`config.mk`:
```
export PLATFORM = sky130hd
export DESIGN_NAME = fadd_issue_ctrl
export DESIGN_NICKNAME = d
export VERILOG_FILES = /design/src/rtl/fadd_issue_ctrl.sv
export SDC_FILE = /design/constraint.sdc
export NUM_CORES = 1
export LEC_CHECK = 0
export ABC_AREA = 1
export CAP_MARGIN = 20
export CORE_AREA = 2 2 166 168
export CTS_CLUSTER_DIAMETER = 200
export CTS_CLUSTER_SIZE = 12
export DETAILED_ROUTE_END_ITERATION = 10
export DIE_AREA = 0 0 168 170
export PLACE_DENSITY = 0.67
export SYNTH_ARGS = -nofsm -noshare
export SYNTH_HDL_FRONTEND = slang
export SYNTH_SLANG_ARGS = --single-unit
```
`constraint.sdc`:
```
create_clock -name clk -period 5.45 [get_ports clk]
set_input_delay 0.8175 -clock clk [delete_from_list [all_inputs] [get_ports clk]]
set_output_delay 0.8175 -clock clk [all_outputs]
set_load 0.03 [all_outputs]
```
`src/rtl/fadd_issue_ctrl.sv`:
```
// fadd_issue_ctrl: issues add/sub requests to a pipelined fadd and buffers tagged results in order
module fadd_issue_ctrl #(
  parameter int NSTAGE = 2,
  parameter int DEPTH  = 4,
  parameter int TAGW   = 5
) (
  input  logic            clk,
  input  logic            rstn,
  input  logic            req_valid,
  output logic            req_ready,
  input  logic [31:0]     req_x1,
  input  logic [31:0]     req_x2,
  input  logic            req_sub,
  input  logic [TAGW-1:0] req_tag,
  output logic [31:0]     fadd_x1,
  output logic [31:0]     fadd_x2,
  input  logic [31:0]     fadd_y,
  input  logic            fadd_ovf,
  output logic            rsp_valid,
  input  logic            rsp_ready,
  output logic [31:0]     rsp_y,
  output logic            rsp_ovf,
  output logic [TAGW-1:0] rsp_tag,
  output logic            ovf_sticky,
  input  logic            ovf_clr,
  output logic            busy
);
  localparam int AW = $clog2(DEPTH);
  localparam int CW = $clog2(DEPTH + NSTAGE + 1);

  logic [31:0]       x1_q, x1_d, x2_q, x2_d;
  logic [NSTAGE-1:0] vld_q, vld_d;
  logic [TAGW-1:0]   tag_q [NSTAGE];
  logic [AW-1:0]     rptr_q, rptr_d, wptr_q, wptr_d;
  logic [CW-1:0]     cnt_q, cnt_d, infl_q, infl_d;
  logic              sticky_q, sticky_d;
  logic [31:0]       y_mem [DEPTH];
  logic              ovf_mem [DEPTH];
  logic [TAGW-1:0]   tag_mem [DEPTH];
  logic              issue, push, pop;

  function automatic logic [31:0] flush(input logic [31:0] v);
    return (v[30:23] == 8'd0) ? {v[31], 31'd0} : v;
  endfunction

  // Ready is derived from registered occupancy only, so a same-cycle pop cannot raise it.
  assign req_ready  = (cnt_q + infl_q) < CW'(DEPTH);
  assign rsp_valid  = cnt_q != '0;
  assign rsp_y      = rsp_valid ? y_mem[rptr_q] : '0;
  assign rsp_ovf    = rsp_valid & ovf_mem[rptr_q];
  assign rsp_tag    = rsp_valid ? tag_mem[rptr_q] : '0;
  assign fadd_x1    = x1_q;
  assign fadd_x2    = x2_q;
  assign ovf_sticky = sticky_q;
  assign busy       = (|vld_q) | rsp_valid;

  // Handshake decode and next-state; operand flush applies after the subtract sign flip.
  always_comb begin
    issue    = req_valid & req_ready;
    push     = vld_q[NSTAGE-1];
    pop      = rsp_valid & rsp_ready;
    x1_d     = issue ? flush(req_x1) : x1_q;
    x2_d     = issue ? flush({req_x2[31] ^ req_sub, req_x2[30:0]}) : x2_q;
    vld_d    = vld_q << 1;
    vld_d[0] = issue;
    rptr_d   = rptr_q + AW'(pop);
    wptr_d   = wptr_q + AW'(push);
    cnt_d    = cnt_q + CW'(push) - CW'(pop);
    infl_d   = infl_q + CW'(issue) - CW'(push);
    sticky_d = (push & fadd_ovf) | (sticky_q & ~ovf_clr);
  end

  // Control state with asynchronous reset; in-flight work is discarded on reset.
  always_ff @(posedge clk or negedge rstn) begin
    if (!rstn) begin
      x1_q     <= '0;
      x2_q     <= '0;
      vld_q    <= '0;
      rptr_q   <= '0;
      wptr_q   <= '0;
      cnt_q    <= '0;
      infl_q   <= '0;
      sticky_q <= 1'b0;
    end else begin
      x1_q     <= x1_d;
      x2_q     <= x2_d;
      vld_q    <= vld_d;
      rptr_q   <= rptr_d;
      wptr_q   <= wptr_d;
      cnt_q    <= cnt_d;
      infl_q   <= infl_d;
      sticky_q <= sticky_d;
    end
  end

  // Tag pipeline alongside the valid bits, and result FIFO storage written at the tail.
  always_ff @(posedge clk) begin
    tag_q[0] <= req_tag;
    for (int i = 1; i < NSTAGE; i++) tag_q[i] <= tag_q[i-1];
    if (push) begin
      y_mem[wptr_q]   <= fadd_y;
      ovf_mem[wptr_q] <= fadd_ovf;
      tag_mem[wptr_q] <= tag_q[NSTAGE-1];
    end
  end
endmodule

```
==> results.toml <==
[critical_path]
crit_required_ns = 4.63
crit_path_top_delay_cell = "sky130_fd_sc_hd__dfrtp_2"
setup.reg_to_reg.worst_slack_ns = 2.54
cp_cell_sequence = "inv_1 -> buf_4 -> nor2_1 -> o21ai_0 -> a21oi_1 -> clkdlybuf4s50_1"
worst-setup-path-type = "register to primary output"
crit_path_max_incr_delay_ns = 0.96
worstPathArrival_ns = 3.03
regToRegStartpoint = "cnt_q[1]$_DFF_PN0_"
setup.worst_path.start_class = "register"
r2r-end = "infl_q[2]$_DFF_PN0_"
critical_path.max_fanout = 40
reg2regPathDepth = 13
setup.worst_path.end_class = "primary output"

[timing]
post_route_clock_skew_ns = 0.01048
clock.fmax_ghz = 0.2598
finalSetupViolCount = 0
tightestPinTransition_ns = 0.9176
grt_setup_unrepaired = "no"
minimum_period_implied_by_the_final_worst_setup_slack_ns = 3.849
hold_viol = 0
worst_slew_margin_rel_pct = 38.83
fin_setup_tns_ns = 0
final_max_slew_viol_count = 0
final_period_util_pct = 70.63

[routing]
detailedRoute.firstPassIterationCount = 7
drt_wl_total_mm = 23.67
ant_nets = 0
via_per_inst = 4.703
remaining_drc_errors = 0
route.vias.total = 6909
first_iter_violations = 436
post_drt_wl_per_cell_um = 16.11

[layout]
antennaDiodeCount = 0
final_cell_area_mm2 = 0.01273
num-fill-cells = 2449
final_layout_size_suffix_gt1_share_pct = 4.521
layout_commonest_cell = "sky130_fd_sc_hd__clkdlybuf4s50_1"
signed_area_change_from_the_synthesized_netlist_to_the_final_layout_pct = 31.10
layout.cells.most_common_list = "sky130_fd_sc_hd__clkdlybuf4s50_1, sky130_fd_sc_hd__nor2_1, sky130_fd_sc_hd__edfxtp_1, sky130_fd_sc_hd__nand2_1, sky130_fd_sc_hd__o21ai_0"
finalNetCount = 1230
fin_util_pct = 47.77

[global_route]
global_route.overflow_total = 0
largest_net_degree_at_the_start_of_global_routing = 78
grt_first_pass_wirelength_mm = 37.60
antenna_found_initial = 0
first_global_vias = 7130
track_usage_pct = 16.56

[clock_network]
cts.sink_count = 239
cts.clk_slew.worst_paths_ns = 0.06
cts.repair.resized = 0
h_tree_levels = 1
holdBufCountCts = 0
tritoncts.num_buffers = 23
postCtsSetupBuffers = 0
worstSkewPairLatency_ns = 0.50
cts-root-buf = "sky130_fd_sc_hd__clkbuf_16"
cts_tree = "built"
clock_path_buffers = 3

[power]
irDropWorstVdd_uv = 351.2
leakagePower_nw = 5.156
internal_power_w = 0.004603
share_of_power_burned_in_combinational_logic_pct = 48.2
power.clock.fraction_pct = 17.9
switching_share_pct = 42.02
power.sequential.fraction_pct = 33.8
net-switching-power_w = 0.003335
power_w = 0.007938
cellPowerDensity_mw_per_mm2 = 623.5

[die]
row_count = 60
starting_density_pct = 36.44
die_width_um = 168
chipHeight_um = 170
ios = 214
die-area_mm2 = 0.02856
core_area_mm2 = 0.02665

[status]
outcome = "complete, no violations"

[synthesis]
synth-xor-area-share_pct = 0.6314
synth_net_count = 1032
post_synth_fa_ha_maj_area_fraction_pct = 1.314
synth.top_cell.area_share_pct = 47.00
yosys.area.top_type = "sky130_fd_sc_hd__edfxtp_1"
synth.ff_latch_count = 239
synth.area.mux_share_pct = 0
synthesis.area_per_instance_um2 = 10.61
synth-seq-area-share_pct = 68.91
number_of_warnings_issued_by_yosys = 0
synth_compound_area_share_pct = 5.927
largest_family_of_logic_cells_by_synthesized_area = "simple AND/OR/NAND/NOR gates"
netlist-cell-type-count = 23
post_synth_inst_count = 915
synth-simple-area-share_pct = 17.36
synth_top_cells_by_area = "sky130_fd_sc_hd__edfxtp_1, sky130_fd_sc_hd__dfrtp_1, sky130_fd_sc_hd__nor2_1"
post_synth_instance_area_mm2 = 0.009711

[placed_design]
hpwl_mm = 14.00
finalWeightedCongestion = 0.7939
buffer_ports.inserted = 213
placed_area_mm2 = 0.01207

[min_path]
hp-class = "input port to asynchronous set/reset pin"

[run]
cap_violations = 0
-- power by group through the flow --
| stage | Clock (W) | Combinational (W) | Sequential, W |
|---|---|---|---|
| after floorplan | 0 | 0.00213 | 0.00306 |
| after global placement | 0 | 0.00381 | 0.00270 |
| after detailed placement | 0 | 0.00385 | 0.00271 |
| after CTS | 0.00148 | 0.00386 | 0.00269 |
| after global routing | 0.00155 | 0.00420 | 0.00274 |
| final | 0.00142 | 0.00383 | 0.00269 |
-- per-layer routing --
| layer | wire, µm | track usage (%) |
|---|---|---|
| met4 | 425 | 3.743 |
| met1 | 10010 | 20.45 |
| met5 | 0 | 0 |
| met2 | 10870 | 27.74 |
| met3 | 2363 | 6.256 |
-- critical path: cells and delay by family (launching register included) --
kind            cells  cell delay (ns)
buf+inv             3             1.12
simple gates        1             0.14
flops               1             0.96
compound gates      2             0.30
-- how the worst max path moves through the flow --
| stage | from | to | slack (ns) | cells past startpoint |
|---|---|---|---|---|
| finish | rptr_q[1]$_DFF_PN0_ | rsp_tag[1] | 1.60 | 6 |
| global route | rptr_q[1]$_DFF_PN0_ | rsp_tag[1] | 1.36 | 6 |
| CTS | rptr_q[1]$_DFF_PN0_ | rsp_tag[1] | 1.45 | 6 |
| detailed placement | rptr_q[1]$_DFF_PN0_ | rsp_tag[1] | 2.00 | 6 |
| global placement | rptr_q[1]$_DFF_PN0_ | rsp_tag[1] | 2.02 | 6 |
| floorplan | vld_q[1]$_DFF_PN0_ | ovf_mem[0]$_DFFE_PP_ | 1.86 | 2 |
-- through the flow --
step                      hold WS [ns]  setup WS (ns)  instances
after CTS                       0.2093          1.447       1468
after detailed placement        0.3135          2.003       1428
after global placement          0.3119          2.018       1428
after floorplan                 0.3096          1.864        915
final                           0.2130          1.601       1469
after global routing            0.2276          1.357       1469
-- final cells by class --
type                       instances  area (µm²)  share of cell area [%]
multi-input combinational        555        2477                   19.46
sequential                       239        6694                   52.58
timing repair buffer             227        2242                   17.61
inverter                          67       251.5                   1.975
tap                              341       426.7                   3.351
clock buffer                      40       639.4                   5.022
-- cell usage after synthesis --
master,number
sky130_fd_sc_hd__a21oi_1,38
sky130_fd_sc_hd__buf_1,3
sky130_fd_sc_hd__buf_2,18
sky130_fd_sc_hd__buf_4,1
sky130_fd_sc_hd__buf_6,11
sky130_fd_sc_hd__clkbuf_1,16
sky130_fd_sc_hd__clkbuf_2,5
sky130_fd_sc_hd__dfrtp_1,77
sky130_fd_sc_hd__dfxtp_1,10
sky130_fd_sc_hd__edfxtp_1,152
sky130_fd_sc_hd__fa_1,2
sky130_fd_sc_hd__ha_1,7
sky130_fd_sc_hd__inv_1,65
sky130_fd_sc_hd__inv_2,2
sky130_fd_sc_hd__nand2_1,143
sky130_fd_sc_hd__nand3_1,65
sky130_fd_sc_hd__nand3_2,1
sky130_fd_sc_hd__nor2_1,210
sky130_fd_sc_hd__nor3_1,5
sky130_fd_sc_hd__o21ai_0,76
sky130_fd_sc_hd__o21ai_1,1
sky130_fd_sc_hd__xnor2_1,3
sky130_fd_sc_hd__xor2_1,4
-- kinds of logic after synthesis --
group | Yosys count
AO/OA/AOI/OAI | 115
XOR/XNOR | 7
adder cells (fa/ha/maj) | 9
buffers and inverters | 121
flip-flops | 239
AND/OR/NAND/NOR | 424
-- sequential cells by signal (all words and copies together), names as in the netlist --
name,cells
fadd_x1,32
vld_q,2
tag_mem,20
cnt_q,3
ovf_sticky,1
fadd_x2,32
rptr_q,2
tag_q,10
y_mem,128
wptr_q,2
infl_q,3
ovf_mem,4
Power figures use the tool's default switching activity.
==> edit 1, RTL diff (config.mk and constraints unchanged) <==
Change the parameter `NSTAGE` from 2 to 1.
--- a/src/rtl/fadd_issue_ctrl.sv
+++ b/src/rtl/fadd_issue_ctrl.sv
@@ -1,6 +1,6 @@
 // fadd_issue_ctrl: issues add/sub requests to a pipelined fadd and buffers tagged results in order
 module fadd_issue_ctrl #(
-  parameter int NSTAGE = 2,
+  parameter int NSTAGE = 1,
   parameter int DEPTH  = 4,
   parameter int TAGW   = 5
 ) (
Formal check against the unedited RTL: not equivalent (Yosys sat finds a counterexample within 4 cycles, from zero or initial values and one cycle with rstn low).
==> edit 1 against the original RTL <==
  * First-iteration DRC count decreased by 1.6%
  * Sequential cell count decreased by 6
  * Count of clock-buffer cells in the layout down 2
  * Wire length is 0.16% lower
  * Worst hold slack gained 0.043 ns
  * Synthesized area down 2.0%
  * Final cell count is 0.41% lower
  * Via count decreased by 0.35%
  * Cell area decreased by 0.76%
  * Non-clock buffer count is 1 higher
  * Total power decreased by 1.6%
  * Combinational power shrank 1%
  * Setup slack improved by 0.10 ns
  * Core utilization shrank 0.36 points
  * Critical path type unchanged
  * Critical endpoint is now req_ready
  * Largest cell class unchanged
==> edit 1: results (changes against the original RTL) <==
Run status
  – Status: finished clean (unchanged)

CTS
  – Clk Latency, worst-skew pair: 0.50 ns (about the same)
  – Max Root-Sink Buffers: 3 (unchanged)
  – Post-CTS Resized: 0 (unchanged)
  – Clock slew at reported path FFs: 0.06 ns (about the same)
  – CTS root buf: clkbuf_16 (unchanged)
  – # Post-CTS Setup Buffers: 0 (unchanged)
  – H-tree levels: 1 (unchanged)
  – CTS buffer count: 23 (unchanged)

Placed design
  – Placed Instances: 1422 (was 1428)
  – Placed cell area: 0.0120 mm^2 (was 0.0121 mm^2)
  – Detail Placement HPWL: 14300 um (was 14000 um)
  – # port buffers: 213 (unchanged)
  – Pre-CTS WS: 2.23 ns (was 2.00 ns)
  – GPL Wtd Cong: 0.770 (was 0.794)

Min path
  – Min-Delay Path Class: primary input to async pin (unchanged)

Layout
  – Reg with most FFs: y_mem (unchanged)
  – Layout cells sized above 1: 0.0464 (was 0.0452)
  – Fillers: 2421 (was 2449)
  – Max reg flops: 128 (unchanged)
  – Final #Nets: 1224 (was 1230)
  – Finished Layout Cells: 1463 (was 1469)
  – Reg area: 0.00657 mm^2 (was 0.00669 mm^2)

Global route
  – Vias in the first global route: 7028 (was 7130)
  – Largest net degree at the start of global routing: 78 (unchanged)
  – First-pass GRT wire length: 37100 um (was 37600 um)
  – Initial antenna violation count: 2 (was 0)
  – GR Util All Layers: 0.164 (was 0.166)

Logic synthesis
  – Ys async rst share: 0.326 (was 0.322)
  – Count leader, synth: nor2_1 (unchanged)
  – Synth cell types: 20 (was 23)
  – Ys Warns: 0 (unchanged)
  – Post-Syn Nets: 1025 (was 1032)
  – Syn Inst Count: 908 (was 915)
  – Commonest cells post-synth: nor2_1, edfxtp_1, nand2_1, o21ai_0, dfrtp_1 (was nor2_1, edfxtp_1, nand2_1, dfrtp_1, o21ai_0)
  – Post-synth EDFFs: 152 (unchanged)
  – Dominant cells by area after synthesis: edfxtp_1, dfrtp_1, nor2_1, nand2_1, o21ai_0 (unchanged)
  – Register area share after synthesis: 0.690 (was 0.689)

Routing
  – Via density: 4.71 (was 4.70)
  – First DRT Iteration DRCs: 429 (was 436)
  – Wire per inst: 16.2 um (was 16.1 um)
  – First-pass iteration count of the detailed router: 5 (was 7)

STA
  – Final Skew: 0.0110 ns (was 0.0105 ns)
  – Least-Margin Pin Slew: 0.851 ns (was 0.918 ns)
  – Setup-failing EPs final: 0 (unchanged)

Worst setup path
  – Worst-path maximum fanout: 65 (was 40)
  – Cell depth of the worst flop-to-flop path: 12 (was 13)

Pwr
  – Leakage power: 0.00512 uW (was 0.00516 uW)
  – Peak supply drop: 0.343 mV (was 0.351 mV)
-- edit 1: logic make-up after synthesis --
kind of cell | synth area share
AND/OR/NAND/NOR | 0.178
flip-flops | 0.690
buffers and inverters | 0.0523
AO/OA/AOI/OAI | 0.0605
adder cells (fa/ha/maj) | 0.0134
XOR/XNOR | 0.00644
-- edit 1: path summary, 6_finish.rpt --
kind	start	end	slack [ns]
setup / recovery	cnt_q[1]	req_ready	1.70
hold / removal	rstn	fadd_x2[30]	0.26
setup reg to reg	cnt_q[1]	infl_q[2]	2.47
hold reg to reg	fadd_x1[31]	fadd_x1[31]	0.47
max in group asynchronous	rstn	fadd_x1[22]	4.21
min in group clk	fadd_x1[31]	fadd_x1[31]	0.47
-- edit 1: cell type report --
| type | count | share of cell area |
|---|---|---|
| Sequential cell | 233 | 0.520 |
| Clock inverter | 1 | 0.000693 |
| Inverter | 64 | 0.0190 |
| Clock buffer | 38 | 0.0500 |
| Multi-Input combinational cell | 557 | 0.197 |
| Timing Repair Buffer | 228 | 0.179 |
| Tap cell | 341 | 0.0338 |
| Antenna cell | 1 | 0.000198 |
-- edit 1: power breakdown --
| part | internal (uW) | switching [uW] | leakage, uW |
|---|---|---|---|
| Combinational | 1370 | 2420 | 0.00242 |
| Clock | 787 | 628 | 0.000306 |
| Sequential | 2380 | 225 | 0.00239 |
-- edit 1: metal layers --
layer / global-route usage / share of wire
met3: 0.0633 / 0.10
met4: 0.0518 / 0.023
met5: 0 / 0.00042
met2: 0.275 / 0.47
met1: 0.196 / 0.41
-- edit 1: worst max-delay path, stage by stage, from the launching register on --
cell             delay, ns
dfrtp_1               0.45
ha_1                  0.31
nand3_1               0.10
nand2_1               0.10
nand2_1               0.06
nand2_2               0.06
buf_4                 0.53
clkdlybuf4s50_1       0.80
==> edit 2, RTL diff (same settings) <==
Made on the original files. `x2_q` no longer has a reset.
--- a/src/rtl/fadd_issue_ctrl.sv
+++ b/src/rtl/fadd_issue_ctrl.sv
@@ -74,7 +74,6 @@
   always_ff @(posedge clk or negedge rstn) begin
     if (!rstn) begin
       x1_q     <= '0;
-      x2_q     <= '0;
       vld_q    <= '0;
       rptr_q   <= '0;
       wptr_q   <= '0;
@@ -83,7 +82,6 @@
       sticky_q <= 1'b0;
     end else begin
       x1_q     <= x1_d;
-      x2_q     <= x2_d;
       vld_q    <= vld_d;
       rptr_q   <= rptr_d;
       wptr_q   <= wptr_d;
@@ -91,6 +89,10 @@
       infl_q   <= infl_d;
       sticky_q <= sticky_d;
     end
+  end
+
+  always_ff @(posedge clk) begin
+    x2_q <= x2_d;
   end
 
   // Tag pipeline alongside the valid bits, and result FIFO storage written at the tail.
Check against the original RTL: not equivalent (a bounded check fails within 4 cycles, from zero or initial values and one cycle with rstn low).
==> edit 2 against the original RTL <==
  * Wire length shrank 8.4%
  * Core utilization shrank 0.67 points
  * First-iteration DRC count decreased by 20%
  * Cell area decreased by 1.4%
  * Total power is 3.6% lower
  * Synthesized area fell by 3.1%
  * Setup slack gained 0.17 ns
  * Sequential cell count is the same
  * Largest cell class unchanged
==> edit 2: results (changes against the original RTL) <==
CTS
  – Max Root-Sink Buffers: 3 (unchanged)
  – CTS root buf: clkbuf_16 (unchanged)
  – # Post-CTS Setup Buffers: 0 (unchanged)
  – Clk Latency, worst-skew pair: 0.50 ns (about the same)
  – Post-CTS Resized: 0 (unchanged)
  – Clock slew at reported path FFs: 0.07 ns
  – H-tree levels: 1 (unchanged)

Routing
  – Wire per inst: 15.8 um (was 16.1 um)
  – First-pass iteration count of the detailed router: 5 (was 7)
  – First DRT Iteration DRCs: 347 (was 436)
  – Via density: 4.65 (was 4.70)

Placed design
  – Pre-CTS WS: 1.49 ns (was 2.00 ns)
  – Detail Placement HPWL: 12800 um (was 14000 um)
  – GPL Wtd Cong: 0.752 (was 0.794)
  – # port buffers: 213 (unchanged)
  – Placed Instances: 1334 (was 1428)

Global route
  – Vias in the first global route: 6351 (was 7130)
  – Initial antenna violation count: 0 (unchanged)
  – GR Util All Layers: 0.149 (was 0.166)
  – Largest net degree at the start of global routing: 78 (unchanged)
  – First-pass GRT wire length: 33500 um (was 37600 um)

Pwr
  – Leakage power: 0.00482 uW (was 0.00516 uW)
  – Peak supply drop: 0.385 mV (was 0.351 mV)
  – Switching power: 3060 uW (was 3340 uW)

Worst setup path
  – Reg2Reg Setup Slack: 2.29 ns (was 2.54 ns)
  – Worst-path cell with the longest stage delay: clkdlybuf4s50_1 (was dfrtp_2)
  – Max incr delay on CP: 0.71 ns (was 0.96 ns)
  – Worst-path maximum fanout: 77 (was 40)
  – Arrival time at the worst endpoint: 2.86 ns (was 3.03 ns)

Logic synthesis
  – Ys Warns: 0 (unchanged)
  – Commonest cells post-synth: nor2_1, edfxtp_1, nand2_1, o21ai_0, inv_1 (was nor2_1, edfxtp_1, nand2_1, dfrtp_1, o21ai_0)
  – Syn Inst Count: 817 (was 915)
  – Post-Syn Nets: 934 (was 1032)
  – Dominant cells by area after synthesis: edfxtp_1, dfrtp_1, nor2_1, o21ai_0, nand2_1 (was edfxtp_1, dfrtp_1, nor2_1, nand2_1, o21ai_0)
  – Ys async rst share: 0.188 (was 0.322)
  – Post-synth EDFFs: 184 (was 152)
  – Register area share after synthesis: 0.728 (was 0.689)
  – Synth cell types: 22 (was 23)
  – Main flop type after synthesis: edfxtp_1 (unchanged)

Run status
  – Status: finished clean (unchanged)

Layout
  – Antenna Cells: 0 (unchanged)
  – Layout cells sized above 1: 0.0483 (was 0.0452)
  – Finished Layout Cells: 1376 (was 1469)
  – Fillers: 2388 (was 2449)
  – Max reg flops: 128 (unchanged)
  – Reg with most FFs: y_mem (unchanged)
  – Final #Nets: 1137 (was 1230)

STA
  – Final Skew: 0.0103 ns (was 0.0105 ns)
  – PnR worst setup slack: 1.77 ns (was 1.60 ns)
  – Least-Margin Pin Slew: 0.888 ns (was 0.918 ns)

Min path
  – Min-Delay Path Class: flip-flop to flip-flop (was primary input to async pin)
-- edit 2: changes by cell type after synthesis, sizes merged --
cell / delta
buf: -5
clkbuf: +2
nand2: -63
edfxtp: +32
dfrtp: -32
inv: -2
nand3: -30
-- edit 2: path summary, 6_finish.rpt --
check / startpoint / end / cells after the start
worst max-delay path: rptr_q[0] / rsp_y[13] / 6
worst min-delay path: tag_q[0][2] / tag_q[0][7] / 0
worst max register to register: cnt_q[1] / infl_q[2] / 11
worst min register to register: tag_q[0][2] / tag_q[0][7] / 0
max in group asynchronous: rstn / rptr_q[0] / 2
min in group asynchronous: rstn / fadd_x1[11] / 2
-- edit 2: metrics by stage --
step	hold slack, ns	instance area [um^2]	utilization
floorplan	0.310	9410	-
global placement	0.310	11800	0.444
detailed placement	0.312	11900	0.445
CTS	0.325	12500	0.469
global route	0.337	12600	0.471
finish	0.326	12600	0.471
-- edit 2: layout make-up --
class,instances,area (um^2),share of cell area
flip-flops and latches,239,6850,0.546
multi-input cells,462,2090,0.166
well taps,341,427,0.0340
clock buffers,40,639,0.0509
inverters,65,244,0.0194
repair buffers,229,2300,0.183
-- edit 2: cell families after synthesis --
| group | after synthesis | share of synthesized area |
|---|---|---|
| flip-flops | 239 | 0.728 |
| XOR/XNOR | 7 | 0.00651 |
| buffers and inverters | 116 | 0.0530 |
| AO/OA/AOI/OAI | 115 | 0.0611 |
| AND/OR/NAND/NOR | 331 | 0.138 |
| adder cells (fa/ha/maj) | 9 | 0.0136 |
-- edit 2: worst max-delay path, delay by kind of cell, from the launching register on --
family                 cells  cell delay, ns
AO/OA/AOI/OAI              2            0.32
buffers and inverters      2            1.40
flip-flops                 1            0.37
AND/OR/NAND/NOR            2            0.22
-- edit 2: per-layer routing --
layer | vias up | share of wire | track usage
met1 | 3023 | 0.41 | 0.180
met5 | - | 0 | 0
met4 | 0 | 0.019 | 0.0359
met2 | 237 | 0.48 | 0.257
li1 | 3108 | - | -
met3 | 31 | 0.092 | 0.0514
-- edit 2: power groups by stage --
stage | clock, uW | sequential [uW] | combinational, uW
4_1_cts | 1460 | 2660 | 3560
2_1_floorplan | 0 | 3040 | 1820
6_report | 1420 | 2650 | 3580
3_5_place_dp | 0 | 2690 | 3550
3_3_place_gp | 0 | 2680 | 3490
5_1_grt | 1530 | 2700 | 3900
